$ cat config.mk
export PLATFORM = sky130hd
export DESIGN_NAME = display_scan_controller
export DESIGN_NICKNAME = d
export VERILOG_FILES = /design/src/rtl/display_scan_controller_pkg.sv /design/src/rtl/display_scan_controller_bin2bcd_seq.sv /design/src/rtl/display_scan_controller.sv
export SDC_FILE = /design/constraint.sdc
export NUM_CORES = 1
export LEC_CHECK = 0
export ABC_AREA = 1
export CELL_PAD_IN_SITES_DETAIL_PLACEMENT = 0
export CELL_PAD_IN_SITES_GLOBAL_PLACEMENT = 1
export CORE_MARGIN = 3
export CORE_UTILIZATION = 43
export DETAILED_ROUTE_END_ITERATION = 6
export HOLD_SLACK_MARGIN = 0.06
export PLACE_DENSITY = 0.76
export SETUP_SLACK_MARGIN = 0.02
export SYNTH_ARGS = -nofsm -noshare
export SYNTH_HDL_FRONTEND = slang
export SYNTH_SLANG_ARGS = --single-unit
$ cat constraint.sdc
create_clock -name clk -period 2 [get_ports clk]
set_input_delay 0.4 -clock clk [delete_from_list [all_inputs] [get_ports clk]]
set_output_delay 0.4 -clock clk [all_outputs]
set_load 0.005 [all_outputs]
$ cat src/rtl/display_scan_controller_pkg.sv
// ---------------------------------------------------------------------------
// display_defs
// Shared definitions for the multiplexed 7-segment scan controller and its
// sequential binary-to-BCD converter.
//   state_t    : controller FSM state encodings
//   DIGITS     : number of displayed decimal digits
//   BCD_W      : width of the packed BCD value {hundreds, tens, units}
//   BIN_W      : width of the binary value to display
//   ANODE_OFF  : active-low anode pattern with every digit dark
// ---------------------------------------------------------------------------
package display_defs;

  localparam int DIGITS = 3;
  localparam int BCD_W  = 12;
  localparam int BIN_W  = 8;

  localparam logic [3:0] ANODE_OFF = 4'b1111;

  typedef enum logic [1:0] {
    ST_IDLE    = 2'd0,
    ST_CONVERT = 2'd1,
    ST_PENDING = 2'd2
  } state_t;

endpackage

$ cat src/rtl/display_scan_controller_bin2bcd_seq.sv
// ---------------------------------------------------------------------------
// bin2bcd_seq
// Sequential double-dabble converter: one binary bit is shifted into the BCD
// register per clock, after adding 3 to every BCD nibble that is >= 5.
// A conversion takes exactly BIN_W cycles after the start edge.
//   clk      : clock, rising edge
//   reset    : asynchronous active-high reset, clears all state
//   start    : load bin_in and begin a conversion on this edge
//   bin_in   : unsigned binary value to convert
//   done     : high during the cycle whose rising edge performs the final
//              shift; bcd_out is the finished result from that edge onward
//   bcd_out  : {hundreds, tens, units}, stable until the next start
// ---------------------------------------------------------------------------
module bin2bcd_seq
  import display_defs::*;
(
  input  logic             clk,
  input  logic             reset,
  input  logic             start,
  input  logic [BIN_W-1:0] bin_in,
  output logic             done,
  output logic [BCD_W-1:0] bcd_out
);

  localparam int CNT_W = $clog2(BIN_W + 1);

  logic [BIN_W-1:0] shift_reg;
  logic [BCD_W-1:0] bcd_reg;
  logic [BCD_W-1:0] bcd_adj;
  logic [BCD_W-1:0] bcd_next;
  logic [CNT_W-1:0] bits_left;
  logic             active;

  // Double-dabble correction: any digit that would reach 10 or more after
  // the coming doubling is pre-biased by 3 so the carry lands in the next
  // nibble.
  function automatic logic [BCD_W-1:0] add3_nibbles(input logic [BCD_W-1:0] b);
    logic [BCD_W-1:0] r;
    r = b;
    for (int i = 0; i < DIGITS; i++) begin
      if (b[4*i +: 4] >= 4'd5) begin
        r[4*i +: 4] = b[4*i +: 4] + 4'd3;
      end
    end
    return r;
  endfunction

  always_comb begin
    bcd_adj  = add3_nibbles(bcd_reg);
    bcd_next = {bcd_adj[BCD_W-2:0], shift_reg[BIN_W-1]};
  end

  always_ff @(posedge clk or posedge reset) begin
    if (reset) begin
      shift_reg <= '0;
      bcd_reg   <= '0;
      bits_left <= '0;
      active    <= 1'b0;
    end else if (start) begin
      shift_reg <= bin_in;
      bcd_reg   <= '0;
      bits_left <= CNT_W'(BIN_W);
      active    <= 1'b1;
    end else if (active) begin
      shift_reg <= {shift_reg[BIN_W-2:0], 1'b0};
      bcd_reg   <= bcd_next;
      bits_left <= bits_left - CNT_W'(1);
      if (bits_left == CNT_W'(1)) begin
        active <= 1'b0;
      end
    end
  end

  // Combinational so the owner can change state on the same edge as the
  // last shift, keeping the conversion at exactly BIN_W cycles.
  assign done    = active && (bits_left == CNT_W'(1));
  assign bcd_out = bcd_reg;

endmodule

$ cat src/rtl/display_scan_controller.sv
// ---------------------------------------------------------------------------
// display_scan_controller
// Accepts an 8-bit binary value, converts it to BCD with a sequential
// double-dabble converter and commits the result to the display only at a
// scan-frame boundary so a frame never shows a mix of old and new digits.
// Scans three digits (digit 3 always dark) with leading-zero blanking.
//   clk          : clock, rising edge
//   reset        : asynchronous active-high reset
//   bin_in       : unsigned value to display
//   bin_valid    : bin_in is valid this cycle
//   bin_ready    : a new value can be accepted (IDLE only)
//   anode_driver : current digit slot, 0 = units
//   BCD_out      : committed value {hundreds, tens, units}
//   an           : active-low anode enables
//   busy         : a value is converting or waiting for its commit
// Parameter REFRESH_DIV: clock cycles per digit slot (2..2^20).
// ---------------------------------------------------------------------------
module display_scan_controller
  import display_defs::*;
#(
  parameter int REFRESH_DIV = 100000
) (
  input  logic             clk,
  input  logic             reset,
  input  logic [BIN_W-1:0] bin_in,
  input  logic             bin_valid,
  output logic             bin_ready,
  output logic [1:0]       anode_driver,
  output logic [BCD_W-1:0] BCD_out,
  output logic [3:0]       an,
  output logic             busy
);

  localparam int             PRE_W    = (REFRESH_DIV > 1) ? $clog2(REFRESH_DIV) : 1;
  localparam logic [PRE_W-1:0] PRE_LAST = PRE_W'(REFRESH_DIV - 1);

  logic [PRE_W-1:0] pre_cnt;
  logic             tick;
  logic             frame;

  state_t           state;
  state_t           state_next;
  logic             conv_start;
  logic             conv_done;
  logic [BCD_W-1:0] conv_bcd;
  logic             commit;

  logic [3:0]       hundreds;
  logic [3:0]       tens;
  logic             blank_d2;
  logic             blank_d1;

  // Prescaler and digit-slot counter
  assign tick  = (pre_cnt == PRE_LAST);
  assign frame = tick && (anode_driver == 2'd3);

  always_ff @(posedge clk or posedge reset) begin
    if (reset) begin
      pre_cnt      <= '0;
      anode_driver <= '0;
    end else if (tick) begin
      pre_cnt      <= '0;
      anode_driver <= anode_driver + 2'd1;
    end else begin
      pre_cnt      <= pre_cnt + PRE_W'(1);
    end
  end

  // Conversion / commit FSM
  always_ff @(posedge clk or posedge reset) begin
    if (reset) begin
      state <= ST_IDLE;
    end else begin
      state <= state_next;
    end
  end

  // A conversion finishing on a frame-boundary edge lands in PENDING on that
  // same edge; the commit therefore naturally waits for the next boundary.
  always_comb begin
    state_next = state;
    conv_start = 1'b0;
    commit     = 1'b0;
    case (state)
      ST_IDLE: begin
        if (bin_valid) begin
          conv_start = 1'b1;
          state_next = ST_CONVERT;
        end
      end
      ST_CONVERT: begin
        if (conv_done) begin
          state_next = ST_PENDING;
        end
      end
      ST_PENDING: begin
        if (frame) begin
          commit     = 1'b1;
          state_next = ST_IDLE;
        end
      end
      default: begin
        state_next = ST_IDLE;
      end
    endcase
  end

  assign bin_ready = (state == ST_IDLE);
  assign busy      = (state == ST_CONVERT) || (state == ST_PENDING);

  bin2bcd_seq u_bin2bcd (
    .clk     (clk),
    .reset   (reset),
    .start   (conv_start),
    .bin_in  (bin_in),
    .done    (conv_done),
    .bcd_out (conv_bcd)
  );

  // Committed display value
  always_ff @(posedge clk or posedge reset) begin
    if (reset) begin
      BCD_out <= '0;
    end else if (commit) begin
      BCD_out <= conv_bcd;
    end
  end

  // Anode decode with leading-zero blanking; units digit is always lit.
  assign hundreds = BCD_out[11:8];
  assign tens     = BCD_out[7:4];
  assign blank_d2 = (hundreds == 4'd0);
  assign blank_d1 = (hundreds == 4'd0) && (tens == 4'd0);

  always_comb begin
    an = ANODE_OFF;
    case (anode_driver)
      2'd0: an[0] = 1'b0;
      2'd1: an[1] = blank_d1;
      2'd2: an[2] = blank_d2;
      default: an = ANODE_OFF;
    endcase
  end

endmodule
==> metrics.md, run 1 <==
| Metric | Value |
|---|---|
| Status | complete, no violations |
| CP startpoint kind | flop |
| CP Data Arrival Time | 1.52 ns |
| ANT cells | 0 |
| First-pass GRT wire length | 9700 µm |
| Antenna viol nets, final | 0 |
| Initial antenna violation count | 0 |
| Inserted Clock Buffers | 9 |
| Via density | 4.80 |
| Synthesized area | 0.00305 mm² |
| Cell variety after synth | 37 |
| Residual DRC | 0 |
| Vias in the first global route | approximately 2200 |
| Design Power | 3.69 mW |
| Clock transition at path regs | approximately 0.07 ns |
| Avg WL per Cell | 11.8 µm |
| Crit path max-delay cell type | clkdlybuf4s50_1 |
| Final Hold Fails | 0 |
| Met3 usage | 0.0285 |
| RSZ-0062 raised after global routing | false |
| Core ar. | 0.00683 mm² |
| Layout cells sized above 1 | 0.132 |
| Seq cells post-synth | 58 |
| CP Capture Type | output pin |
| Drt total wl | 5610 µm |
| Top Usage Layer GRT | met2 |
| Clk sinks | 58 |
| Crit path required time | 1.60 ns |
| Starting Density | 0.446 |
| Ys flop type | dfrtp_1 |
| Post-Syn Instances | 337 |
| Top reg by flops | pre_cnt |
| Met1 Usage GRT | 0.195 |
| DIE AREA | 0.00813 mm² |
| Root Buffer | clkbuf_8 |
| Final setup vio count | 0 |
| Clk_skew | 0.0101 ns |
| Number of max-cap violations | 0 |
| Pwr dens | 1010 mW/mm² |
| Maximum vdd drop | around 770 µV |
| Filler cells | approximately 650 |
| Post-CTS Hold Buffers | 0 |
| Total GRT Usage | 0.145 |
| Yosys warnings | 0 |
| Seq/Total Area, Yosys | 0.476 |
| Clock buffer depth | 2 |
| Worst path cell trace | inv_1 > ha_2 > clkdlybuf4s50_1 |
| GR Layer Usage met2 | 0.228 |
| Final Max Tran Viols | 0 |
| Utilization of the core after routing | 0.534 |
| Die Wd | 90.2 µm |
| Syn-to-layout area delta | 19.8% |
| Post-Syn Nets | 365 |
| Via count | 2286 |
| FFs w/ async S/R, synth | 1.00 |
| Critical path peak fanout | 4 |
| Hold Slack | around 0.44 ns |
| Min Tclk post-route | 1.92 ns |
| EDFF count, synth | 0 |
| CP max stage delay | 0.50 ns |
| Ports | 31 |
| Leakage | between 1.5 and 2 nW |
| Level count of the clock H-tree | 3 |
| HPWL after DPL | 4080 µm |
| Global placement routability congestion | 0.836 |
| Later-pin clock latency in the skew report | 0.32 ns |
| Total negative setup slack | 0 ns |
| Type of the worst setup path | reg2out |
| GRT overflow | 0 |
| DRT iter0 DRCs | 113 |
| Chip height | 90.2 µm |
| Largest net degree at the start of global routing | 38 |
| CTS tree | built |
| Layout Nets | 404 |
| Site row count | 30 |
| Port bufs | 29 |
| Fin crit share | 0.962 |
| F_max | approximately 520 MHz |
| Largest register FFs | 17 |
| Syn avg cell area | 9.04 µm² |
| Hold crit path type | in2async |
| DRT Pass-1 Iters | 4 |
worst max-delay path, delay by kind of cell (launching register included):
kind       cells  cell delay (ns)
fa+ha+maj      1             0.20
buf+inv        2             0.60
flops          1             0.41
cells by family (layout without fill, tap and decap cells):
kind of cell	count (synthesis)	in the layout	synth area share
multiplexers	1	1	0.00369
flip-flops	58	58	0.476
other	1	1	0.00123
XOR/XNOR	11	11	0.0316
buffers and inverters	67	110	0.0948
adder cells (fa/ha/maj)	17	17	0.0698
AO/OA/AOI/OAI	66	66	0.135
AND/OR/NAND/NOR	116	116	0.187
layer usage:
layer	vias to the layer above	wire length (µm)
met5	-	0
met4	0	95
met3	9	168
met2	36	2550
met1	1067	2800
li1	1174	-
per-stage QoR:
stage	worst slack (ns)	instance area, µm²	std cells
2_1_floorplan	0.172	3050	337
3_3_place_gp	0.129	3470	460
3_5_place_dp	0.0524	3470	460
4_1_cts	0.0325	3650	476
5_1_grt	0.0139	3650	476
6_report	0.0758	3650	476
power breakdown:
group          leakage, nW  internal [mW]  switching, mW
clock               0.0920          0.504          0.443
sequential           0.761           1.40          0.164
combinational        0.885          0.502          0.679
total                 1.74           2.41           1.29
cell type report:
| type | instances | area [µm²] | area share |
|---|---|---|---|
| Inverter | 60 | 225 | 0.0617 |
| Multi-Input combinational cell | 212 | 1310 | 0.359 |
| Timing Repair Buffer | 35 | 374 | 0.102 |
| Clock inverter | 3 | 15.0 | 0.00411 |
| Clock buffer | 12 | 155 | 0.0425 |
| Sequential cell | 58 | 1450 | 0.398 |
| Tap cell | 96 | 120 | 0.0329 |
synthesized netlist by cell type (all sizes together), types with 2 or more instances:
master / instances / area, µm²
inv: 60 / 225
nand2: 62 / 258
nand3: 13 / 65.1
xor2: 10 / 87.6
a31oi: 2 / 12.5
ha: 17 / 213
o22ai: 7 / 43.8
clkbuf: 3 / 11.3
o21a: 4 / 30.0
nand4: 8 / 65.1
buf: 4 / 52.6
o21ai: 32 / 190
o211ai: 4 / 30.0
dfrtp: 58 / 1450
nor2: 23 / 120
nor3: 6 / 35.0
o221ai: 4 / 35.0
a21oi: 11 / 55.1
final timing paths:
| path | end | slack, ns | depth (start not counted) | start |
|---|---|---|---|---|
| worst min-delay path | pre_cnt[3] | 0.44 | 3 | reset |
| worst min register to register | pre_cnt[0] | 0.47 | 1 | pre_cnt[0] |
| min in group clk | pre_cnt[0] | 0.47 | 1 | pre_cnt[0] |
| worst max register to register | u_bin2bcd.bcd_out[3] | 0.22 | 8 | state[0] |
| worst max-delay path | bin_ready | 0.08 | 3 | state[0] |
| max in group asynchronous | u_bin2bcd.bits_left[2] | 1.29 | 3 | reset |
layout by cell type, fill, tap and decap left out, types with 11 or more instances in the layout:
master	n
o21ai_0	24
nor2_1	19
clkdlybuf4s50_1	27
nand2_1	52
clkbuf_8	11
inv_1	57
a21oi_1	11
dfrtp_1	58
ha_1	16
nand3_1	13
what timing repair did:
action,CTS,global route
setup endpoints to repair,2,3
buffers inserted,1,0
gates cloned,0,0
gates resized for setup,1,3
pin swaps,0,0
Note: power is estimated with default switching activity, not from simulation.
==> run 2: changes to the inputs <==
--- a/config.mk
+++ b/config.mk
@@ -12,7 +12,7 @@
 export CORE_UTILIZATION = 43
 export DETAILED_ROUTE_END_ITERATION = 6
 export HOLD_SLACK_MARGIN = 0.06
-export PLACE_DENSITY = 0.76
+export PLACE_DENSITY_LB_ADDON = 0.1
 export SETUP_SLACK_MARGIN = 0.02
 export SYNTH_ARGS = -nofsm -noshare
 export SYNTH_HDL_FRONTEND = slang
==> run 2 against run 1 <==
  * Combinational power about the same
  * Critical path depth increased by 1
  * Die area unchanged
  * Fmax increased by 0.93%
  * Clock-buffer cell count increased by 2
  * Critical path type unchanged
  * Largest power group unchanged
  * Highest routed layer unchanged
==> metrics.md, run 2 (same netlist as run 1, synthesis figures left out) <==
| Metric | Value |
|---|---|
| Status | complete, no violations |
| HPWL after DPL | 4290 µm |
| Layout cells sized above 1 | 0.149 |
| Total negative setup slack | 0 ns |
| RR Endpoint | BCD_out[8] |
| Ports | 31 |
| GRT overflow | 0 |
| Root Buffer | clkbuf_8 |
| Number of max-cap violations | 0 |
| Level count of the clock H-tree | 3 |
| Avg WL per Cell | 12.1 µm |
| Via density | 4.72 |
| Hold Slack | 0.327 ns |
| Final setup vio count | 0 |
| Type of the worst setup path | reg2out |
| Largest net degree at the start of global routing | 47 |
| Layout Nets | 413 |
| Residual DRC | 0 |
| Top reg by flops | pre_cnt |
| RSZ-0062 raised after global routing | false |
| Fin crit share | 0.953 |
| Power share of the clock group | 0.285 |
| DIE AREA | 0.00813 mm² |
| Clock buffer depth | 2 |
| R2R setup slack | 0.29 ns |
| Via count | 2296 |
| Design area | 0.00372 mm² |
| DRT iter0 DRCs | 50 |
| R2R depth | 7 |
| Clk sinks | 58 |
| Largest register FFs | 17 |
| Inserted Clock Buffers | 9 |
| Filler cells | 670 |
| Clk_skew | 0.00988 ns |
| Die Wd | 90.2 µm |
| Combinational group share of total power | 0.309 |
| Sequential group share of total power | 0.406 |
| Leakage | 1.79 nW |
| Critical path peak fanout | 5 |
| Syn-to-layout area delta | 22.0% |
| Initial antenna violation count | 0 |
| Core ar. | 0.00683 mm² |
| Final Max Tran Viols | 0 |
| Post-DP Area | 0.00349 mm² |
| Clock transition at path regs | 0.07 ns |
| F_max | 525 MHz |
| Global placement routability congestion | about 0.76 |
| Final Hold Fails | 0 |
| Later-pin clock latency in the skew report | 0.33 ns |
| Vias in the first global route | 2220 |
| Drt total wl | 5860 µm |
| CTS tree | built |
| First-pass GRT wire length | approximately 10000 µm |
| Commonest cells after routing, fill and taps aside | dfrtp_1 (58), inv_1 (56), nand2_1 (52), clkdlybuf4s50_1 (27), o21ai_0 (23) |
| Starting Density | 0.446 |
| Net Sw Power | 1.30 mW |
| Internal power | roughly 2.5 mW |
| Total GRT Usage | 0.157 |
| Sw frac | 0.338 |
| Maximum vdd drop | 622 µV |
| Launching point of the worst reg2reg path | pre_cnt[13] |
| CP Data Arrival Time | roughly 1.5 ns |
| Chip height | 90.2 µm |
| DRT Pass-1 Iters | 5 |
| Design Power | 3.85 mW |
| CP Capture Type | output pin |
| Site row count | 30 |
| ANT cells | 0 |
| Min Tclk post-route | 1.91 ns |
| Most common cell after layout, fill and taps aside | dfrtp_1 |
| Pwr dens | 1030 mW/mm² |
| Hold crit path type | in2async |
| Antenna viol nets, final | 0 |
| Port bufs | 29 |
| Crit path required time | 1.60 ns |
| CP startpoint kind | flop |
run 2: cell count changes in the layout (fill, tap and decap cells not counted), moves of 2 or more:
| cell | before | now |
|---|---|---|
| clkinv_2 | 3 | 1 |
| buf_4 | 3 | 14 |
| buf_12 | 3 | 1 |
| clkbuf_1 | 1 | 3 |
run 2: worst max-delay path by stage:
stage,start,endpoint,slack (ns),cells past startpoint
floorplan,reset,BCD_out[0],0.17,1
global placement,bin_valid,u_bin2bcd.bcd_out[7],0.31,7
detailed placement,pre_cnt[13],BCD_out[11],0.30,7
finish,anode_driver[1],an[0],0.09,4
global route,anode_driver[1],an[0],0.02,4
CTS,state[1],busy,0.02,3
run 2: area by class of cell:
class | count | area [µm²] | share of cell area
Clock buffer | 14 | 163 | 0.0437
Clock inverter | 2 | 35.0 | 0.00942
Inverter | 60 | 225 | 0.0606
Multi-Input combinational cell | 212 | 1310 | 0.352
Sequential cell | 58 | 1450 | 0.390
Tap cell | 96 | 120 | 0.0323
Timing Repair Buffer | 44 | 417 | 0.112
run 2: routing by layer:
layer / GRT usage / vias up / wire [µm]
met5: 0 / - / 0
met4: 0.0842 / 0 / 119
met3: 0.0276 / 11 / 191
met2: 0.238 / 40 / 2660
met1: 0.215 / 1052 / 2890
li1: - / 1193 / -
run 2: what timing repair did:
item | in CTS | in global routing
resized for setup | 3 | 2
endpoints found under the setup margin | 3 | 3
pin swaps | 1 | 0
buffers inserted | 2 | 2
hold buffers | 0 | 0
run 2: stage by stage:
stage | std cells | setup WS (ns) | utilization
2_1_floorplan | 337 | 0.172 | -
3_3_place_gp | 466 | 0.315 | 0.511
3_5_place_dp | 466 | 0.295 | 0.511
4_1_cts | 484 | 0.0228 | 0.542
5_1_grt | 486 | 0.0201 | 0.544
6_report | 486 | 0.0936 | 0.544
run 2: critical path, stage by stage (launching register included):
cell and delay, ns:
dfrtp_1 0.40, inv_1 0.08, ha_1 0.17, inv_1 0.05
clkdlybuf4s50_1 0.48
run 2: power by group through the flow:
stage                     clock (mW)  sequential (mW)  combinational, mW
after floorplan                    0             1.55              0.834
after global placement             0             1.58               1.17
after detailed placement           0             1.59               1.18
after CTS                       1.13             1.56               1.20
after global routing            1.18             1.60               1.41
final                           1.10             1.56               1.19
==> run 3: changes to the inputs <==
--- a/config.mk
+++ b/config.mk
@@ -6,6 +6,7 @@
 export NUM_CORES = 1
 export LEC_CHECK = 0
 export ABC_AREA = 1
+export ABC_CLOCK_PERIOD_IN_PS = 2000
 export CELL_PAD_IN_SITES_DETAIL_PLACEMENT = 0
 export CELL_PAD_IN_SITES_GLOBAL_PLACEMENT = 1
 export CORE_MARGIN = 3
@@ -13,7 +14,6 @@
 export DETAILED_ROUTE_END_ITERATION = 6
 export HOLD_SLACK_MARGIN = 0.06
 export PLACE_DENSITY_LB_ADDON = 0.1
-export SETUP_SLACK_MARGIN = 0.02
 export SYNTH_ARGS = -nofsm -noshare
 export SYNTH_HDL_FRONTEND = slang
 export SYNTH_SLANG_ARGS = --single-unit
==> run 3 against run 2 <==
  * Worst hold slack gained 0.0018 ns
  * Largest cell class unchanged
  * Setup slack worse by 0.035 ns
  * Flip-flop and latch count did not move
  * Clock skew about the same
==> metrics.md, run 3 (same netlist as run 1, synthesis figures left out) <==
| Metric | Value |
|---|---|
| Status | complete, no violations |
| CP Capture Type | output pin |
| Clk sinks | slightly below 60 |
| Clock transition at path regs | 0.07 ns |
| Later-pin clock latency in the skew report | 0.33 ns |
| Post-DP Area | 0.00349 mm² |
| DRT Pass-1 Iters | 4 |
| Internal power | 2.55 mW |
| Hold Slack | 0.329 ns |
| Die Wd | 90.2 µm |
| Vias in the first global route | between 2000 and 2500 |
| Maximum vdd drop | around 630 µV |
| Critical path peak fanout | 3 |
| Via density | 4.70 |
| Design area | 0.00372 mm² |
| Port bufs | 29 |
| CP Buf/Inv Count | 2 |
| Pwr dens | 1040 mW/mm² |
| RR Endpoint | BCD_out[11] |
| Syn-to-layout area delta | 21.9% |
| Clk_skew | 0.00960 ns |
| Crit path required time | 1.60 ns |
| HPWL after DPL | around 4300 µm |
| Inserted Clock Buffers | 9 |
| Total GRT Usage | 0.157 |
| Largest net degree at the start of global routing | 47 |
| Avg WL per Cell | 12.0 µm |
| CTS tree | built |
| Filler cells | 668 |
| Launching point of the worst reg2reg path | pre_cnt[13] |
| R2R setup slack | 0.29 ns |
| CP startpoint kind | flop |
| First-pass GRT wire length | 10300 µm |
| Residual DRC | 0 |
| Net Sw Power | 1.30 mW |
| ANT cells | 0 |
| Initial antenna violation count | 0 |
| Top reg by flops | pre_cnt |
| Ports | 31 |
| R2R depth | 7 |
| Starting Density | 0.446 |
| Global placement routability congestion | ~0.76 |
| Largest register FFs | 17 |
| Final Hold Fails | 0 |
| Layout Nets | around 410 |
| Type of the worst setup path | reg2out |
| Register area | 0.00145 mm² |
| CP Data Arrival Time | 1.54 ns |
| CP max stage delay | ~0.49 ns |
| Hold crit path type | in2async |
| DIE AREA | 0.00813 mm² |
| Fin crit share | 0.970 |
| Root Buffer | clkbuf_8 |
| Leakage | 1.77 nW |
| Placed cell count | approximately 470 |
| Most common cell after layout, fill and taps aside | dfrtp_1 |
| Final WS setup | 0.0591 ns |
| Drt total wl | 5850 µm |
| Pre-CTS setup slack | 0.295 ns |
| Combinational group share of total power | 0.309 |
| Power share of the clock group | 0.284 |
| Layout cells sized above 1 | 0.149 |
| Multi-input gate area | 0.00131 mm² |
| Design Power | between 3 and 4 mW |
| GRT overflow | 0 |
| DRT iter0 DRCs | 43 |
| Via count | 2284 |
| Post-CTS Hold Buffers | 0 |
| Number of max-cap violations | 0 |
| Clock buffer depth | 2 |
| Antenna viol nets, final | 0 |
| Level count of the clock H-tree | 3 |
| Final Max Tran Viols | 0 |
| Sw frac | 0.337 |
| Chip height | 90.2 µm |
| Core ar. | between 0.006 and 0.007 mm² |
| Crit path max-delay cell type | clkdlybuf4s50_1 |
| Crit path max-delay family | buffers and inverters |
| Non-Filler Instances | 486 |
| Worst path cell trace | inv_2 > ha_1 > clkdlybuf4s50_1 |
| Sequential group share of total power | 0.406 |
| Min Tclk post-route | 1.94 ns |
| Commonest cells after routing, fill and taps aside | dfrtp_1 (58), inv_1 (56), nand2_1 (52), clkdlybuf4s50_1 (28), o21ai_0 (23) |
| Final setup vio count | 0 |
| Site row count | 30 |
| F_max | a little over 500 MHz |
## run 3: how the worst max path moves through the flow
| stage | from | to | cells past startpoint |
|---|---|---|---|
| 6_report | state[1] | busy | 3 |
| 5_1_grt | state[0] | busy | 3 |
| 4_1_cts | anode_driver[0] | an[2] | 4 |
| 3_5_place_dp | pre_cnt[13] | BCD_out[11] | 7 |
| 3_3_place_gp | bin_valid | u_bin2bcd.bcd_out[7] | 7 |
| 2_1_floorplan | reset | BCD_out[0] | 1 |
## run 3: per-stage QoR
stage          setup TNS (ns)   util
2_1_floorplan               0      -
3_3_place_gp                0  0.511
3_5_place_dp                0  0.511
4_1_cts                     0  0.540
5_1_grt              -0.00162  0.544
6_report                    0  0.544
## run 3: what timing repair did
item | in CTS | in global routing
hold endpoints to repair | 0 | 0
endpoints found under the setup margin | 1 | 4
pin swaps | 1 | 0
gates resized for setup | 3 | 1
setup buffers | 0 | 4
## run 3: per-layer routing
metal / GRT usage / share of wire / vias to the layer above
met5: 0 / 0 / -
met4: 0.0842 / 0.020 / 0
met3: 0.0276 / 0.031 / 11
met2: 0.237 / 0.46 / 36
met1: 0.214 / 0.49 / 1045
li1: - / - / 1192
## run 3: power by group through the flow
stage                     Combinational (mW)  Sequential (mW)  Clock (mW)
final                                   1.19             1.56        1.10
after global routing                    1.41             1.60        1.18
after CTS                               1.19             1.57        1.13
after detailed placement                1.18             1.59           0
after global placement                  1.17             1.58           0
after floorplan                        0.834             1.55           0
## run 3: layout make-up
type / count / area share
sequential: 58 / 0.391
clock inverter: 2 / 0.00943
inverter: 60 / 0.0606
multi-input combinational: 212 / 0.352
clock buffer: 14 / 0.0438
timing repair buffer: 44 / 0.111
tap: 96 / 0.0323
